File: config.mk
export PLATFORM = sky130hd
export DESIGN_NAME = aes_engine_ctrl
export DESIGN_NICKNAME = d
export VERILOG_FILES = /design/src/rtl/aes_engine_ctrl_pkg.sv /design/src/rtl/aes_engine_ctrl.sv
export SDC_FILE = /design/constraint.sdc
export NUM_CORES = 1
export LEC_CHECK = 0
export ABC_AREA = 1
export CORE_UTILIZATION = 35
export CTS_CLUSTER_SIZE = 14
export DETAILED_ROUTE_END_ITERATION = 12
export PLACE_DENSITY = 0.67
export SKIP_LAST_GASP = 1
export SYNTH_ARGS = -nofsm -noshare
export SYNTH_HDL_FRONTEND = slang
export SYNTH_SLANG_ARGS = --single-unit
File: constraint.sdc
create_clock -name clk_i -period 2.9 [get_ports clk_i]
set_input_delay 0.725 -clock clk_i [delete_from_list [all_inputs] [get_ports clk_i]]
set_output_delay 0.725 -clock clk_i [all_outputs]
set_load 0.02 [all_outputs]
File: src/rtl/aes_engine_ctrl_pkg.sv
// Shared types and constants for the AES engine control sequencer.
package aes_engine_ctrl_pkg;

    localparam int AES_NB_WORDS = 4;

    typedef enum logic [2:0] {
        IDLE,
        LOAD,
        CORE,
        STORE,
        DONE
    } aes_ctrl_state_e;

    typedef struct packed {
        logic        start;
        logic [15:0] num_blocks;
    } aes_ctrl_cfg_t;

endpackage

File: src/rtl/aes_engine_ctrl.sv
// Job sequencer for the AES datapath: load a block, run the core, stream the
// block out, repeat for the programmed block count, then pulse done.
module aes_engine_ctrl
    import aes_engine_ctrl_pkg::*;
#(
    parameter int  NB_WORDS  = AES_NB_WORDS,
    parameter int  BLK_CNT_W = 16,
    localparam int WCNT_W    = $clog2(NB_WORDS)
) (
    input  logic                 clk_i,
    input  logic                 rst_ni,
    input  logic                 clear_i,
    input  logic                 start_i,
    input  logic [BLK_CNT_W-1:0] num_blocks_i,
    input  logic                 in_hs_i,
    input  logic                 out_ready_i,
    input  logic                 core_done_i,
    output logic [WCNT_W-1:0]    request_counter_o,
    output logic                 data_out_valid_o,
    output logic                 clear_o,
    output logic                 core_start_o,
    output logic                 busy_o,
    output logic                 done_o,
    output logic [BLK_CNT_W-1:0] blk_cnt_o
);

    localparam logic [WCNT_W-1:0] LAST_WORD = WCNT_W'(NB_WORDS - 1);

    aes_ctrl_state_e      state_q, state_d;
    logic [WCNT_W-1:0]    word_cnt_q, word_cnt_d;
    logic [BLK_CNT_W-1:0] blk_cnt_q, blk_cnt_d;
    logic [BLK_CNT_W-1:0] num_blocks_q, num_blocks_d;
    logic [BLK_CNT_W-1:0] blk_cnt_inc;
    logic                 clear_q, clear_d;
    logic                 core_start_q, core_start_d;
    logic                 done_q, done_d;

    assign blk_cnt_inc = blk_cnt_q + BLK_CNT_W'(1);

    always_comb begin
        state_d      = state_q;
        word_cnt_d   = word_cnt_q;
        blk_cnt_d    = blk_cnt_q;
        num_blocks_d = num_blocks_q;
        clear_d      = 1'b0;
        core_start_d = 1'b0;
        done_d       = 1'b0;

        if (clear_i) begin
            state_d      = IDLE;
            word_cnt_d   = '0;
            blk_cnt_d    = '0;
            num_blocks_d = '0;
            clear_d      = 1'b1;
        end else begin
            unique case (state_q)
                IDLE: begin
                    if (start_i) begin
                        num_blocks_d = num_blocks_i;
                        word_cnt_d   = '0;
                        blk_cnt_d    = '0;
                        // An empty job completes immediately without touching the datapath.
                        if (num_blocks_i != '0) begin
                            state_d = LOAD;
                            clear_d = 1'b1;
                        end else begin
                            state_d = DONE;
                            done_d  = 1'b1;
                        end
                    end
                end
                LOAD: begin
                    if (in_hs_i) begin
                        if (word_cnt_q == LAST_WORD) begin
                            word_cnt_d   = '0;
                            state_d      = CORE;
                            core_start_d = 1'b1;
                        end else begin
                            word_cnt_d = word_cnt_q + WCNT_W'(1);
                        end
                    end
                end
                CORE: begin
                    if (core_done_i) state_d = STORE;
                end
                STORE: begin
                    if (out_ready_i) begin
                        if (word_cnt_q == LAST_WORD) begin
                            word_cnt_d = '0;
                            blk_cnt_d  = blk_cnt_inc;
                            if (blk_cnt_inc == num_blocks_q) begin
                                state_d = DONE;
                                done_d  = 1'b1;
                            end else begin
                                state_d = LOAD;
                            end
                        end else begin
                            word_cnt_d = word_cnt_q + WCNT_W'(1);
                        end
                    end
                end
                DONE:    state_d = IDLE;
                default: state_d = IDLE;
            endcase
        end
    end

    always_ff @(posedge clk_i or negedge rst_ni) begin
        if (!rst_ni) begin
            state_q      <= IDLE;
            word_cnt_q   <= '0;
            blk_cnt_q    <= '0;
            num_blocks_q <= '0;
            clear_q      <= 1'b0;
            core_start_q <= 1'b0;
            done_q       <= 1'b0;
        end else begin
            state_q      <= state_d;
            word_cnt_q   <= word_cnt_d;
            blk_cnt_q    <= blk_cnt_d;
            num_blocks_q <= num_blocks_d;
            clear_q      <= clear_d;
            core_start_q <= core_start_d;
            done_q       <= done_d;
        end
    end

    assign request_counter_o = word_cnt_q;
    assign data_out_valid_o  = (state_q == STORE);
    assign busy_o            = (state_q != IDLE);
    assign clear_o           = clear_q;
    assign core_start_o      = core_start_q;
    assign done_o            = done_q;
    assign blk_cnt_o         = blk_cnt_q;

endmodule

## Word level (Yosys, flattened, before mapping)

Cells that the tools add are included.
W data, S select, Z words.

- Input port bits: 23
- Register bits: 40
- Word-level logic and storage cells: 70

- Equal/unequal tests: 11
- Mux-type cells: 39
- Reductions and logical operators: 11
- $add $sub $neg: 2

Operators by type and width:

| operator | count |
|---|---|
| $mux W16 | 7 |
| $pmux W16 S2 | 1 |
| $mux W3 | 9 |
| $add A16 B1 Y16 const B | 1 |
| $eq A16 B16 Y1 | 1 |
| $reduce_bool A16 Y1 | 1 |
| $ne A3 B3 Y1 const B | 5 |
| $mux W1 | 14 |
| $pmux W3 S4 | 1 |
| $mux W2 | 5 |
| $reduce_and A4 Y1 | 2 |
| $eq A3 B2 Y1 const B | 2 |
| $pmux W2 S3 | 1 |
| $reduce_and A6 Y1 | 1 |
| $reduce_bool A3 Y1 | 2 |
| $reduce_bool A2 Y1 | 2 |
| $reduce_bool A4 Y1 | 1 |
| $eq A3 B1 Y1 const B | 1 |
| $logic_not A3 Y1 | 1 |
| $ne A3 B2 Y1 const B | 1 |
| $add A2 B1 Y2 const B | 1 |
| $eq A2 B2 Y1 const B | 1 |
| $pmux W1 S2 | 1 |
| $reduce_and A2 Y1 | 1 |

## Logic depth before layout (Yosys ltp)

Gate-level depths: netlist (run 1).

- Depth in word-level cells: 7
- Gate-level depth with buffers: 16
- Depth with buffers taken out: 16

## Worst setup path after synthesis (run 1)

No wires, ideal clock.

- Kind: register to register
- Start: reg blk_cnt_q[1], in the netlist blk_cnt_o[1]
- End: reg state_q[0]
- Stages on the path, launching flop included: 17
- Path buffers: 0
- Period minus slack after synthesis: 1.855 ns
- Slack: 1.045 ns
- Data arrival time: 1.739 ns
- Cells stage by stage: dfrtp_1 > ha_1 > nand2_1 > nor2_4 > nand2_1 > nand2_1 > nand2_1 > nand2_1 > nand2_1 > inv_1 > nand3_1 > nor2_2 > nand3_1 > nand2_1 > nand2_1 > nand2_1 > nand2_1

- Word-level cells in the longest chain between the ends: 7

Ends and longest elaborated chain:

| what | RTL line | source |
|---|---|---|
| from (decl) | aes_engine_ctrl.sv:31 | `logic [BLK_CNT_W-1:0] blk_cnt_q, blk_cnt_d;` |
| from (signal assigned) | aes_engine_ctrl.sv:120 | `blk_cnt_q <= blk_cnt_d;` |
| $add A16 B1 Y16 | aes_engine_ctrl.sv:38 | `assign blk_cnt_inc = blk_cnt_q + BLK_CNT_W'(1);` |
| $eq A16 B16 Y1 | aes_engine_ctrl.sv:91 | `if (blk_cnt_inc == num_blocks_q) begin` |
| $mux W3 | aes_engine_ctrl.sv:91 |  |
| $mux W3 | aes_engine_ctrl.sv:88 | `if (word_cnt_q == LAST_WORD) begin` |
| $mux W3 | aes_engine_ctrl.sv:87 | `if (out_ready_i) begin` |
| $pmux W3 S4 | aes_engine_ctrl.sv:56 | `unique case (state_q)` |
| $mux W3 | aes_engine_ctrl.sv:49 | `if (clear_i) begin` |
| to (signal assigned) | aes_engine_ctrl.sv:118 | `state_q <= state_d;` |
| to (decl) | aes_engine_ctrl.sv:29 | `aes_ctrl_state_e state_q, state_d;` |

No other way between the ends. The select of a mux whose other input is x is not followed.
A chain may end at the register's enable or synchronous reset.

## Worst setup path in the final report (run 1)

- Start: reg state_q[2]
- End: out data_out_valid_o

- Word-level cells in the longest chain between the ends: 1

Ends and longest elaborated chain:

| what | RTL line | source |
|---|---|---|
| $eq A3 B2 Y1 | aes_engine_ctrl.sv:129 | `assign data_out_valid_o = (state_q == STORE);` |
| to (decl) | aes_engine_ctrl.sv:19 | `output logic data_out_valid_o,` |

No other way between the ends.

==> flow_summary_export.csv, run 1 <==
group,metric,value,unit
yosys,synth.most_common_cell,"sky130_fd_sc_hd__nand2_1",
cts,htree_num_levels,2,
worst_setup_path,timing.reg2reg.setup_slack,0.75,ns
yosys,synthesis.nets,356,
global_routing,antenna_found_initial,0,
layout,insertedDiodeCount,0,
min_path,hold_path_class,"in2async",
floorplanning,coreArea,6830,um2
yosys,synth-seq-cells,40,
route,drc_errors_left,0,
placed_design,placer_congestion_estimate,0.944,
floorplanning,rows,30,
worst_setup_path,criticalPathCategory,"reg2out",
yosys,syn_avg_cell_area,7.51,um2
worst_setup_path,regToRegStartpoint,"blk_cnt_o[0]",
route,num_vias,2335,
outcome,outcome,"completed",
floorplanning,dieWidth,86.3,um
worst_setup_path,start_kind,"flip-flop",
power_and_ir_drop,vdd_drop_max,0.367,mV
worst_setup_path,cp-end-kind,"output pin",
yosys,seq_area_frac_synth,0.402,
layout,number_of_nets_in_the_layout,404,
worst_setup_path,crit_path_max_fanout,5,
power_and_ir_drop,power_density,558,nW/um2
yosys,synth.area.top_cells,"sky130_fd_sc_hd__dfrtp_1 (40%), sky130_fd_sc_hd__nand2_1 (12%), sky130_fd_sc_hd__nand3_1 (8.7%)",
layout,layout-drive-gt1-share,0.113,
sta,setup-violations-final,0,
sta,setup_total_negative_slack,0,ns
layout,end_of_flow_core_utilization,0.457,
route,avgRoutedWirePerCell,13.3,um
yosys,number_of_synthesized_flops_with_an_enable_pin,0,
yosys,synth_async_sr_flop_share,1.00,
yosys,ys.flop_type,"sky130_fd_sc_hd__dfrtp_1",
worst_setup_path,critPathBufInv,2,
cts,cts_resized,0,
route,wire_length_after_detailed_routing,6.32,mm
cts,tritoncts,"built",
sta,clock_skew,0.00539,ns
run,timing.max_cap.violations,0,
worst_setup_path,arrival,1.76,ns
floorplanning,die_y,86.3,um
worst_setup_path,crit_path_top_delay_cell,"sky130_fd_sc_hd__clkdlybuf4s50_1",
placed_design,detailed_place_hpwl,4.85,mm
yosys,syn-instance-count,331,
global_routing,first_global_vias,2340,
global_routing,grt_use_total,0.190,
worst_setup_path,cp_cell_sequence,"nor2_2 -> nand2_1 -> inv_1 -> clkdlybuf4s50_1",
cts,number_of_buffers_added_to_fix_hold_violations_after_cts,0,
floorplanning,floorplan.initialDensity,0.364,
cts,setup_fix_buffers_added_after_clock_tree_synthesis,0,
yosys,synth.largest_area_cell,"sky130_fd_sc_hd__dfrtp_1",
route,first_pass_iters,4,
sta,minimum_clock_period_after_layout,2.49,ns
sta,setup_repair_after_global_routing_missed_its_margin,"no",
route,dr_wl_met3,306,um
global_routing,grt_first_pass_wirelength,10.9,mm
route,detailedRoute.firstIterationViolations,175,
cts,worst_setup_hold_path_clk_slew,0.08,ns
worst_setup_path,critical-path-top-delay-family,"buffers and inverters",
cts,cts_root_buf,"sky130_fd_sc_hd__clkbuf_8",
worst_setup_path,cp_data_required_time,2.17,ns
sta,timing_worst_slew_pin_value,0.924,ns
floorplanning,die_area,7450,um2
yosys,post_synth_most_frequent_cells,"sky130_fd_sc_hd__nand2_1 (81), sky130_fd_sc_hd__nand3_1 (43), sky130_fd_sc_hd__dfrtp_1 (40), sky130_fd_sc_hd__inv_1 (40), sky130_fd_sc_hd__nor2_1 (30)",
placed_design,port_buffers,45,
worst_setup_path,r2r-end,"done_o",
sta,pins_over_their_slew_limit,0,
sta,timing.fmax,402,MHz
route,met2RoutedLength,3.03,mm
yosys,synth.lib_cells_used.distinct,32,
global_routing,grt_start_max_net_pins,41,
cts,max-clock-path-buffers,2,
sta,final_hold_viol_count,0,
yosys,warnings_from_yosys,0,
route,routed_via_density,4.92,
sta,post-route-period-util,0.858,
yosys,syn_area,2490,um2
power_and_ir_drop,static-leakage-power,1.29,nW
route,drt-met1-wl,2.88,mm
cts,tritoncts.num_buffers,5,
cts,worstSkewPairLatency,0.30,ns
layout,area_delta_synth_final,25.6,%
sta,maxSlewHeadroom,0.384,
global_routing,overflow,0,
worst_setup_path,ff2ff_path_depth,11,
route,detail-route-antenna-nets,0,
yosys,netlist.area_leader.share,0.402,
floorplanning,ioPinCount,46,
route,maxUsedRoutingLayer,"met4",
worst_setup_path,timing.critical_path.slowest_cell_delay,0.63,ns
cts,numClockSinks,40,
-- registers in the layout, indices dropped and copies added (netlist names) --
| register | count |
|---|---|
| blk_cnt_o | 16 |
| clear_o | 1 |
| core_start_o | 1 |
| done_o | 1 |
| num_blocks_q | 16 |
| request_counter_o | 2 |
| state_q | 3 |
-- final cells by class --
cell class | instances | area [um2]
Fill cell | 701 | 3710
Multi-Input combinational cell | 239 | 1270
Sequential cell | 40 | 1000
Clock buffer | 7 | 96.3
Inverter | 45 | 171
Timing Repair Buffer | 48 | 468
Tap cell | 96 | 120
-- report_power, final --
group	internal (mW)	total (mW)	switching, mW	leakage, nW
combinational	0.246	0.641	0.396	0.701
sequential	0.629	0.690	0.0607	0.535
clock	0.212	0.412	0.200	0.0503
-- how the worst max path moves through the flow --
stage                 start  depth (start not counted)  slack [ns]          endpoint
6_report         state_q[2]                          4        0.41  data_out_valid_o
2_1_floorplan  blk_cnt_o[1]                         16        1.04        state_q[0]
3_3_place_gp        clear_i                          9        0.44        state_q[2]
4_1_cts          state_q[2]                          4        0.40  data_out_valid_o
5_1_grt          state_q[2]                          4        0.28  data_out_valid_o
3_5_place_dp        clear_i                          9        0.37            done_o
-- cell families after synthesis --
kind of cell / Yosys count / synth area share
flip-flops: 40 / 0.402
XOR/XNOR: 7 / 0.0302
AND/OR/NAND/NOR: 183 / 0.335
AO/OA/AOI/OAI: 47 / 0.135
buffers and inverters: 52 / 0.0880
adder cells (fa/ha/maj): 2 / 0.0101
-- cells in the final DEF (no fill, tap or decap), types with 2 or more instances in the layout --
master,Yosys,routed
sky130_fd_sc_hd__xor2_1,4,4
sky130_fd_sc_hd__nand4_1,7,7
sky130_fd_sc_hd__nand3_1,43,43
sky130_fd_sc_hd__o22ai_2,10,10
sky130_fd_sc_hd__o21ai_2,2,2
sky130_fd_sc_hd__nor2_2,8,8
sky130_fd_sc_hd__nor2_4,4,4
sky130_fd_sc_hd__nor3_1,4,4
sky130_fd_sc_hd__nand2_1,81,81
sky130_fd_sc_hd__inv_2,4,4
sky130_fd_sc_hd__xnor2_1,2,2
sky130_fd_sc_hd__a21oi_1,2,2
sky130_fd_sc_hd__clkbuf_8,0,7
sky130_fd_sc_hd__ha_1,2,2
sky130_fd_sc_hd__buf_4,0,3
sky130_fd_sc_hd__o21ai_0,23,22
sky130_fd_sc_hd__inv_1,40,40
sky130_fd_sc_hd__o21ai_1,2,3
sky130_fd_sc_hd__nor2_1,30,30
sky130_fd_sc_hd__nand2_2,2,2
sky130_fd_sc_hd__clkdlybuf4s50_1,0,44
sky130_fd_sc_hd__o22ai_1,2,2
sky130_fd_sc_hd__o21a_1,3,3
sky130_fd_sc_hd__a21boi_1,2,2
sky130_fd_sc_hd__dfrtp_1,40,40
-- stage by stage --
step           area (um2)  power [mW]  worst slack (ns)  hold WS, ns  instances
3_3_place_gp         3030        1.33             0.442        0.529        468
6_report             3120        1.74             0.411        0.556        475
4_1_cts              3120        1.76             0.402        0.563        475
2_1_floorplan        2490        1.12              1.04        0.429        331
5_1_grt              3120        1.87             0.277        0.597        475
3_5_place_dp         3030        1.34             0.369        0.545        468
-- per-layer routing --
metal,global-route usage,vias up
li1,-,1174
met1,0.244,1093
met2,0.323,61
met3,0.0362,7
met4,0.0652,0
met5,0,-
Power figures use the tool's default switching activity.
==> run 2: changes to the inputs <==
--- a/config.mk
+++ b/config.mk
@@ -6,6 +6,7 @@
 export NUM_CORES = 1
 export LEC_CHECK = 0
 export ABC_AREA = 1
+export CAP_MARGIN = 20
 export CORE_UTILIZATION = 35
 export CTS_CLUSTER_SIZE = 14
 export DETAILED_ROUTE_END_ITERATION = 12
==> constraint.sdc (replaced) <==
create_clock -name clk_i -period 2.9 [get_ports clk_i]
set_input_delay 0.58 -clock clk_i [delete_from_list [all_inputs] [get_ports clk_i]]
set_output_delay 0.58 -clock clk_i [all_outputs]
set_load 0.02 [all_outputs]
==> run 2 against run 1 <==
Sequential cell count is the same; first-iteration DRC count shrank 25%; largest power group unchanged; critical path depth is the same; clock skew shrank 0.0030 ns; combinational power grew 2%; final area shrank 0.36%; setup slack gained 0.16 ns; clock power shrank 12%; final cell count grew 0.21%; critical path type unchanged; sequential power is essentially flat; fmax grew 6.9%; count of clock-buffer cells in the layout shrank 1.
==> flow_summary_export.csv, run 2 (same netlist as run 1, synthesis figures left out) <==
group,metric,value,unit
placed_design,port_buffers,45,
power_and_ir_drop,power_frac_seq,0.404,
worst_setup_path,crit_path_top_delay_cell,"sky130_fd_sc_hd__clkdlybuf4s50_1",
sta,maxSlewHeadroom,0.377,
power_and_ir_drop,intPower,1.04,mW
layout,end_of_flow_core_utilization,0.456,
cts,worst_setup_hold_path_clk_slew,0.08,ns
layout,stdcell_area,3110,um2
worst_setup_path,critical-path-top-delay-family,"buffers and inverters",
global_routing,grt_start_max_net_pins,41,
cts,tritoncts,"built",
sta,setup-violations-final,0,
worst_setup_path,cp-end-kind,"output pin",
worst_setup_path,regToRegStartpoint,"blk_cnt_o[0]",
sta,final_hold_viol_count,0,
worst_setup_path,critPathLaunch,"state_q[2]",
placed_design,detailed_place_hpwl,4.76,mm
worst_setup_path,cp_cell_sequence,"nor2_2 -> nand2_1 -> inv_1 -> clkdlybuf4s50_1",
sta,timing_worst_slew_pin_value,0.934,ns
power_and_ir_drop,clock_power_share,0.212,
layout,number_of_nets_in_the_layout,405,
min_path,hold_path_class,"in2async",
worst_setup_path,timing.critical_path.slowest_cell_delay,0.63,ns
placed_design,placed_cell_area,3040,um2
sta,setup_total_negative_slack,0,ns
worst_setup_path,r2r-end,"state_q[0]",
route,wire_length_after_detailed_routing,6.25,mm
sta,post-route-period-util,0.803,
power_and_ir_drop,combinationalPowerShare,0.384,
cts,max-clock-path-buffers,2,
global_routing,antenna_found_initial,0,
sta,fin_ws,0.572,ns
route,num_vias,2306,
sta,minimum_clock_period_after_layout,2.33,ns
route,detail-route-antenna-nets,0,
global_routing,grt_first_pass_wirelength,10.7,mm
power_and_ir_drop,post_layout_total_power,1.71,mW
floorplanning,die_y,86.3,um
worst_setup_path,cp_num_cells,4,
power_and_ir_drop,power_density,549,nW/um2
placed_design,dp_worst_setup_slack,0.518,ns
floorplanning,dieWidth,86.3,um
power_and_ir_drop,static-leakage-power,1.28,nW
cts,setup_fix_buffers_added_after_clock_tree_synthesis,0,
cts,htree_num_levels,2,
sta,timing.fmax,430,MHz
floorplanning,die_area,7450,um2
power_and_ir_drop,switching_power,666,uW
worst_setup_path,timing.reg2reg.setup_slack,0.87,ns
global_routing,first_global_vias,2247,
layout,insertedDiodeCount,0,
floorplanning,floorplan.initialDensity,0.364,
run,timing.max_cap.violations,0,
layout,area_delta_synth_final,25.2,%
worst_setup_path,ff2ff_path_depth,14,
layout,nFillCells,736,
worst_setup_path,cp_data_required_time,2.32,ns
global_routing,grt_use_total,0.188,
sta,pins_over_their_slew_limit,0,
cts,cts_root_buf,"sky130_fd_sc_hd__clkbuf_8",
route,first_pass_iters,4,
worst_setup_path,start_kind,"flip-flop",
route,drc_errors_left,0,
cts,number_of_buffers_added_to_fix_hold_violations_after_cts,0,
worst_setup_path,criticalPathCategory,"reg2out",
floorplanning,coreArea,6830,um2
route,routed_via_density,4.84,
power_and_ir_drop,sw_frac_of_total,0.390,
floorplanning,ioPinCount,46,
floorplanning,rows,30,
cts,worstSkewPairLatency,0.30,ns
worst_setup_path,critPathBufInv,2,
outcome,outcome,"completed",
sta,setup_repair_after_global_routing_missed_its_margin,"no",
worst_setup_path,arrival,1.75,ns
cts,cts_resized,0,
placed_design,placer_congestion_estimate,0.920,
cts,numClockSinks,40,
layout,most-common-layout-cells,"sky130_fd_sc_hd__nand2_1 (81), sky130_fd_sc_hd__clkdlybuf4s50_1 (44), sky130_fd_sc_hd__nand3_1 (43)",
layout,mostFrequentLayoutCell,"sky130_fd_sc_hd__nand2_1",
route,detailedRoute.firstIterationViolations,131,
route,avgRoutedWirePerCell,13.1,um
worst_setup_path,crit_path_max_fanout,5,
layout,layout-drive-gt1-share,0.113,
cts,tritoncts.num_buffers,5,
global_routing,overflow,0,
power_and_ir_drop,vdd_drop_max,0.266,mV
sta,clock_skew,0.00235,ns
worst_setup_path,endpoint,"data_out_valid_o",
-- run 2: cell count changes in the layout (fill, tap and decap cells not counted), sizes merged --
cell    before  now
buf          4    5
clkinv       0    1
clkbuf       7    6
-- run 2: power groups by stage --
stage          clock (mW)  sequential [mW]  combinational [mW]
3_3_place_gp            0            0.696               0.644
5_1_grt             0.396            0.700               0.732
6_report            0.363            0.690               0.656
4_1_cts             0.372            0.688               0.658
3_5_place_dp            0            0.699               0.655
2_1_floorplan           0            0.713               0.409
-- run 2: worst register-to-register path, cell delays in order (launching register included) --
cell	delay, ns
sky130_fd_sc_hd__dfrtp_1	0.43
sky130_fd_sc_hd__ha_1	0.25
sky130_fd_sc_hd__nand3_1	0.16
sky130_fd_sc_hd__nor2_2	0.23
sky130_fd_sc_hd__nand3_1	0.11
sky130_fd_sc_hd__nand2_1	0.10
sky130_fd_sc_hd__nand3_1	0.07
sky130_fd_sc_hd__nand2_1	0.07
sky130_fd_sc_hd__nand3_1	0.06
sky130_fd_sc_hd__nor2_1	0.14
sky130_fd_sc_hd__nand3_1	0.09
sky130_fd_sc_hd__nand2_1	0.06
sky130_fd_sc_hd__nand2_1	0.05
sky130_fd_sc_hd__nand2_1	0.05
sky130_fd_sc_hd__nand2_1	0.05
-- run 2: how the worst min path moves through the flow --
| stage | from | end | slack, ns |
|---|---|---|---|
| 4_1_cts | rst_ni | state_q[0] | 0.45 |
| 2_1_floorplan | rst_ni | blk_cnt_o[0] | 0.28 |
| 3_5_place_dp | num_blocks_q[3] | num_blocks_q[3] | 0.54 |
| 3_3_place_gp | num_blocks_q[3] | num_blocks_q[3] | 0.53 |
| 5_1_grt | rst_ni | num_blocks_q[10] | 0.51 |
| 6_report | rst_ni | num_blocks_q[10] | 0.42 |
-- run 2: layout make-up --
type	instances	area [um2]	share of cell area
well taps	96	120	0.0386
multi-input cells	239	1270	0.407
clock buffers	6	72.6	0.0233
clock inverters	1	5.00	0.00161
inverters	45	171	0.0551
flip-flops and latches	40	1000	0.322
repair buffers	49	475	0.153
-- run 2: layer usage --
layer / wire, um / share of wire / vias up / GRT usage
met5: 0 / 0 / - / 0
met4: 71 / 0.011 / 0 / 0.0818
met3: 290 / 0.046 / 10 / 0.0314
met2: 2850 / 0.46 / 69 / 0.304
met1: 3050 / 0.49 / 1046 / 0.248
li1: - / - / 1181 / -
-- run 2: per-stage QoR --
step                      instances  hold WS [ns]
final                           476         0.420
after global routing            476         0.512
after CTS                       476         0.454
after detailed placement        469         0.535
after global placement          469         0.531
after floorplan                 331         0.284
==> run 3: changes to the inputs <==
==> constraint.sdc (replaced) <==
create_clock -name clk_i -period 2.4 [get_ports clk_i]
set_input_delay 0.48 -clock clk_i [delete_from_list [all_inputs] [get_ports clk_i]]
set_output_delay 0.48 -clock clk_i [all_outputs]
set_load 0.02 [all_outputs]
==> run 3 against run 2 <==
Critical path depth unchanged; non-clock buffer count increased by 2; utilization increased by 0.40 points; count of clock-buffer cells in the layout increased by 2; clock skew increased by 0.0072 ns; power increased by 23%; global-route usage about the same; routed wire length increased by 0.21%; critical path type unchanged.
==> flow_summary_export.csv, run 3 (same netlist as run 1, synthesis figures left out) <==
group,metric,value,unit
worst_setup_path,crit_path_max_fanout,5,
worst_setup_path,cp-end-kind,"output pin",
worst_setup_path,cp_cell_sequence,"nor2_2 -> nand2_1 -> inv_1 -> clkdlybuf4s50_1",
floorplanning,floorplan.initialDensity,0.364,
run,timing.max_cap.violations,0,
cts,max-clock-path-buffers,2,
layout,most-common-layout-cells,"sky130_fd_sc_hd__nand2_1 (81), sky130_fd_sc_hd__clkdlybuf4s50_1 (44), sky130_fd_sc_hd__nand3_1 (43)",
cts,cts_resized,0,
layout,number_of_nets_in_the_layout,407,
worst_setup_path,start_kind,"flip-flop",
floorplanning,ioPinCount,46,
floorplanning,coreArea,6830,um2
global_routing,grt_start_max_net_pins,41,
route,first_pass_iters,4,
route,routed_via_density,4.89,
cts,htree_num_levels,2,
sta,fin_ws,0.153,ns
layout,mostFrequentLayoutCell,"sky130_fd_sc_hd__nand2_1",
sta,post-route-period-util,0.936,
cts,cts_root_buf,"sky130_fd_sc_hd__clkbuf_8",
floorplanning,die_area,7450,um2
cts,worstSkewPairLatency,0.30,ns
sta,clock_skew,0.00950,ns
worst_setup_path,cp_data_required_time,1.92,ns
power_and_ir_drop,static-leakage-power,1.30,nW
global_routing,first_global_vias,2287,
layout,insertedDiodeCount,0,
worst_setup_path,arrival,1.77,ns
cts,number_of_buffers_added_to_fix_hold_violations_after_cts,0,
layout,final-instance-count-excl-fill,479,
sta,final_hold_viol_count,0,
layout,area_delta_synth_final,26.3,%
route,num_vias,2340,
floorplanning,dieWidth,86.3,um
global_routing,antenna_found_initial,0,
cts,tritoncts.num_buffers,5,
global_routing,grt_first_pass_wirelength,10.8,mm
placed_design,placedCellCount,471,
floorplanning,rows,30,
cts,tritoncts,"built",
sta,maxSlewHeadroom,0.649,
sta,setup_total_negative_slack,0,ns
power_and_ir_drop,power_density,667,nW/um2
outcome,outcome,"completed",
global_routing,overflow,0,
sta,setup-violations-final,0,
power_and_ir_drop,vdd_drop_max,0.556,mV
cts,setup_fix_buffers_added_after_clock_tree_synthesis,0,
sta,minimum_clock_period_after_layout,2.25,ns
min_path,hold_path_class,"in2async",
cts,numClockSinks,40,
placed_design,dp_worst_setup_slack,0.141,ns
sta,setup_repair_after_global_routing_missed_its_margin,"no",
placed_design,port_buffers,45,
worst_setup_path,criticalPathCategory,"reg2out",
sta,timing.fmax,445,MHz
cts,worst_setup_hold_path_clk_slew,0.08,ns
placed_design,placer_congestion_estimate,0.894,
sta,timing_worst_slew_pin_value,0.526,ns
route,detail-route-antenna-nets,0,
route,detailedRoute.firstIterationViolations,203,
route,avgRoutedWirePerCell,13.1,um
floorplanning,die_y,86.3,um
sta,pins_over_their_slew_limit,0,
route,drc_errors_left,0,
route,wire_length_after_detailed_routing,6.27,mm
global_routing,grt_use_total,0.188,
layout,layout-drive-gt1-share,0.117,
worst_setup_path,timing.critical_path.slowest_cell_delay,0.63,ns
worst_setup_path,crit_path_top_delay_cell,"sky130_fd_sc_hd__clkdlybuf4s50_1",
placed_design,detailed_place_hpwl,4.84,mm
## run 3: changes by cell type in the layout (fill, tap and decap cells not counted), sizes merged
cell and change:
buf +2, clkbuf +2, clkinv -1
## run 3: routing by layer
metal	share of wire	GRT usage	routed length [um]	vias up
met1	0.46	0.259	2890	1090
met5	0	0	0	-
met3	0.052	0.0476	329	2
met4	0.0016	0.0364	10	0
li1	-	-	-	1182
met2	0.48	0.302	3030	66
## run 3: worst paths after layout
kind | startpoint | slack [ns] | cells past startpoint | endpoint
max | state_q[2] | 0.15 | 4 | data_out_valid_o
min | rst_ni | 0.23 | 2 | state_q[0]
max reg2reg | blk_cnt_o[0] | 0.25 | 14 | state_q[0]
min reg2reg | num_blocks_q[0] | 0.55 | 2 | num_blocks_q[0]
max in group asynchronous | rst_ni | 1.79 | 2 | num_blocks_q[3]
min in group clk_i | num_blocks_q[0] | 0.55 | 2 | num_blocks_q[0]
## run 3: area by class of cell
cell class,instances,area (um2)
multi-input combinational,239,1270
timing repair buffer,51,490
inverter,45,171
tap,96,120
fill,727,3690
clock buffer,8,90.1
sequential,40,1000
## run 3: worst max-delay path: cells and delay by family (launching register included)
kind | cells | cell delay (ns)
buf+inv | 2 | 0.77
simple gates | 2 | 0.25
flops | 1 | 0.45
## run 3: per-stage QoR
step           power (mW)   util  hold slack [ns]  instance area, um2
6_report             2.09  0.460            0.230                3140
5_1_grt              2.24  0.460            0.289                3140
4_1_cts              2.11  0.460            0.261                3140
3_5_place_dp         1.63  0.447            0.540                3050
3_3_place_gp         1.62  0.447            0.529                3050
2_1_floorplan        1.36      -            0.184                2490
## run 3: power by group
group          internal, mW  switching (mW)  total [mW]
sequential            0.760          0.0693       0.830
clock                 0.235           0.238       0.473
combinational         0.304           0.487       0.791
total                  1.30           0.794        2.09
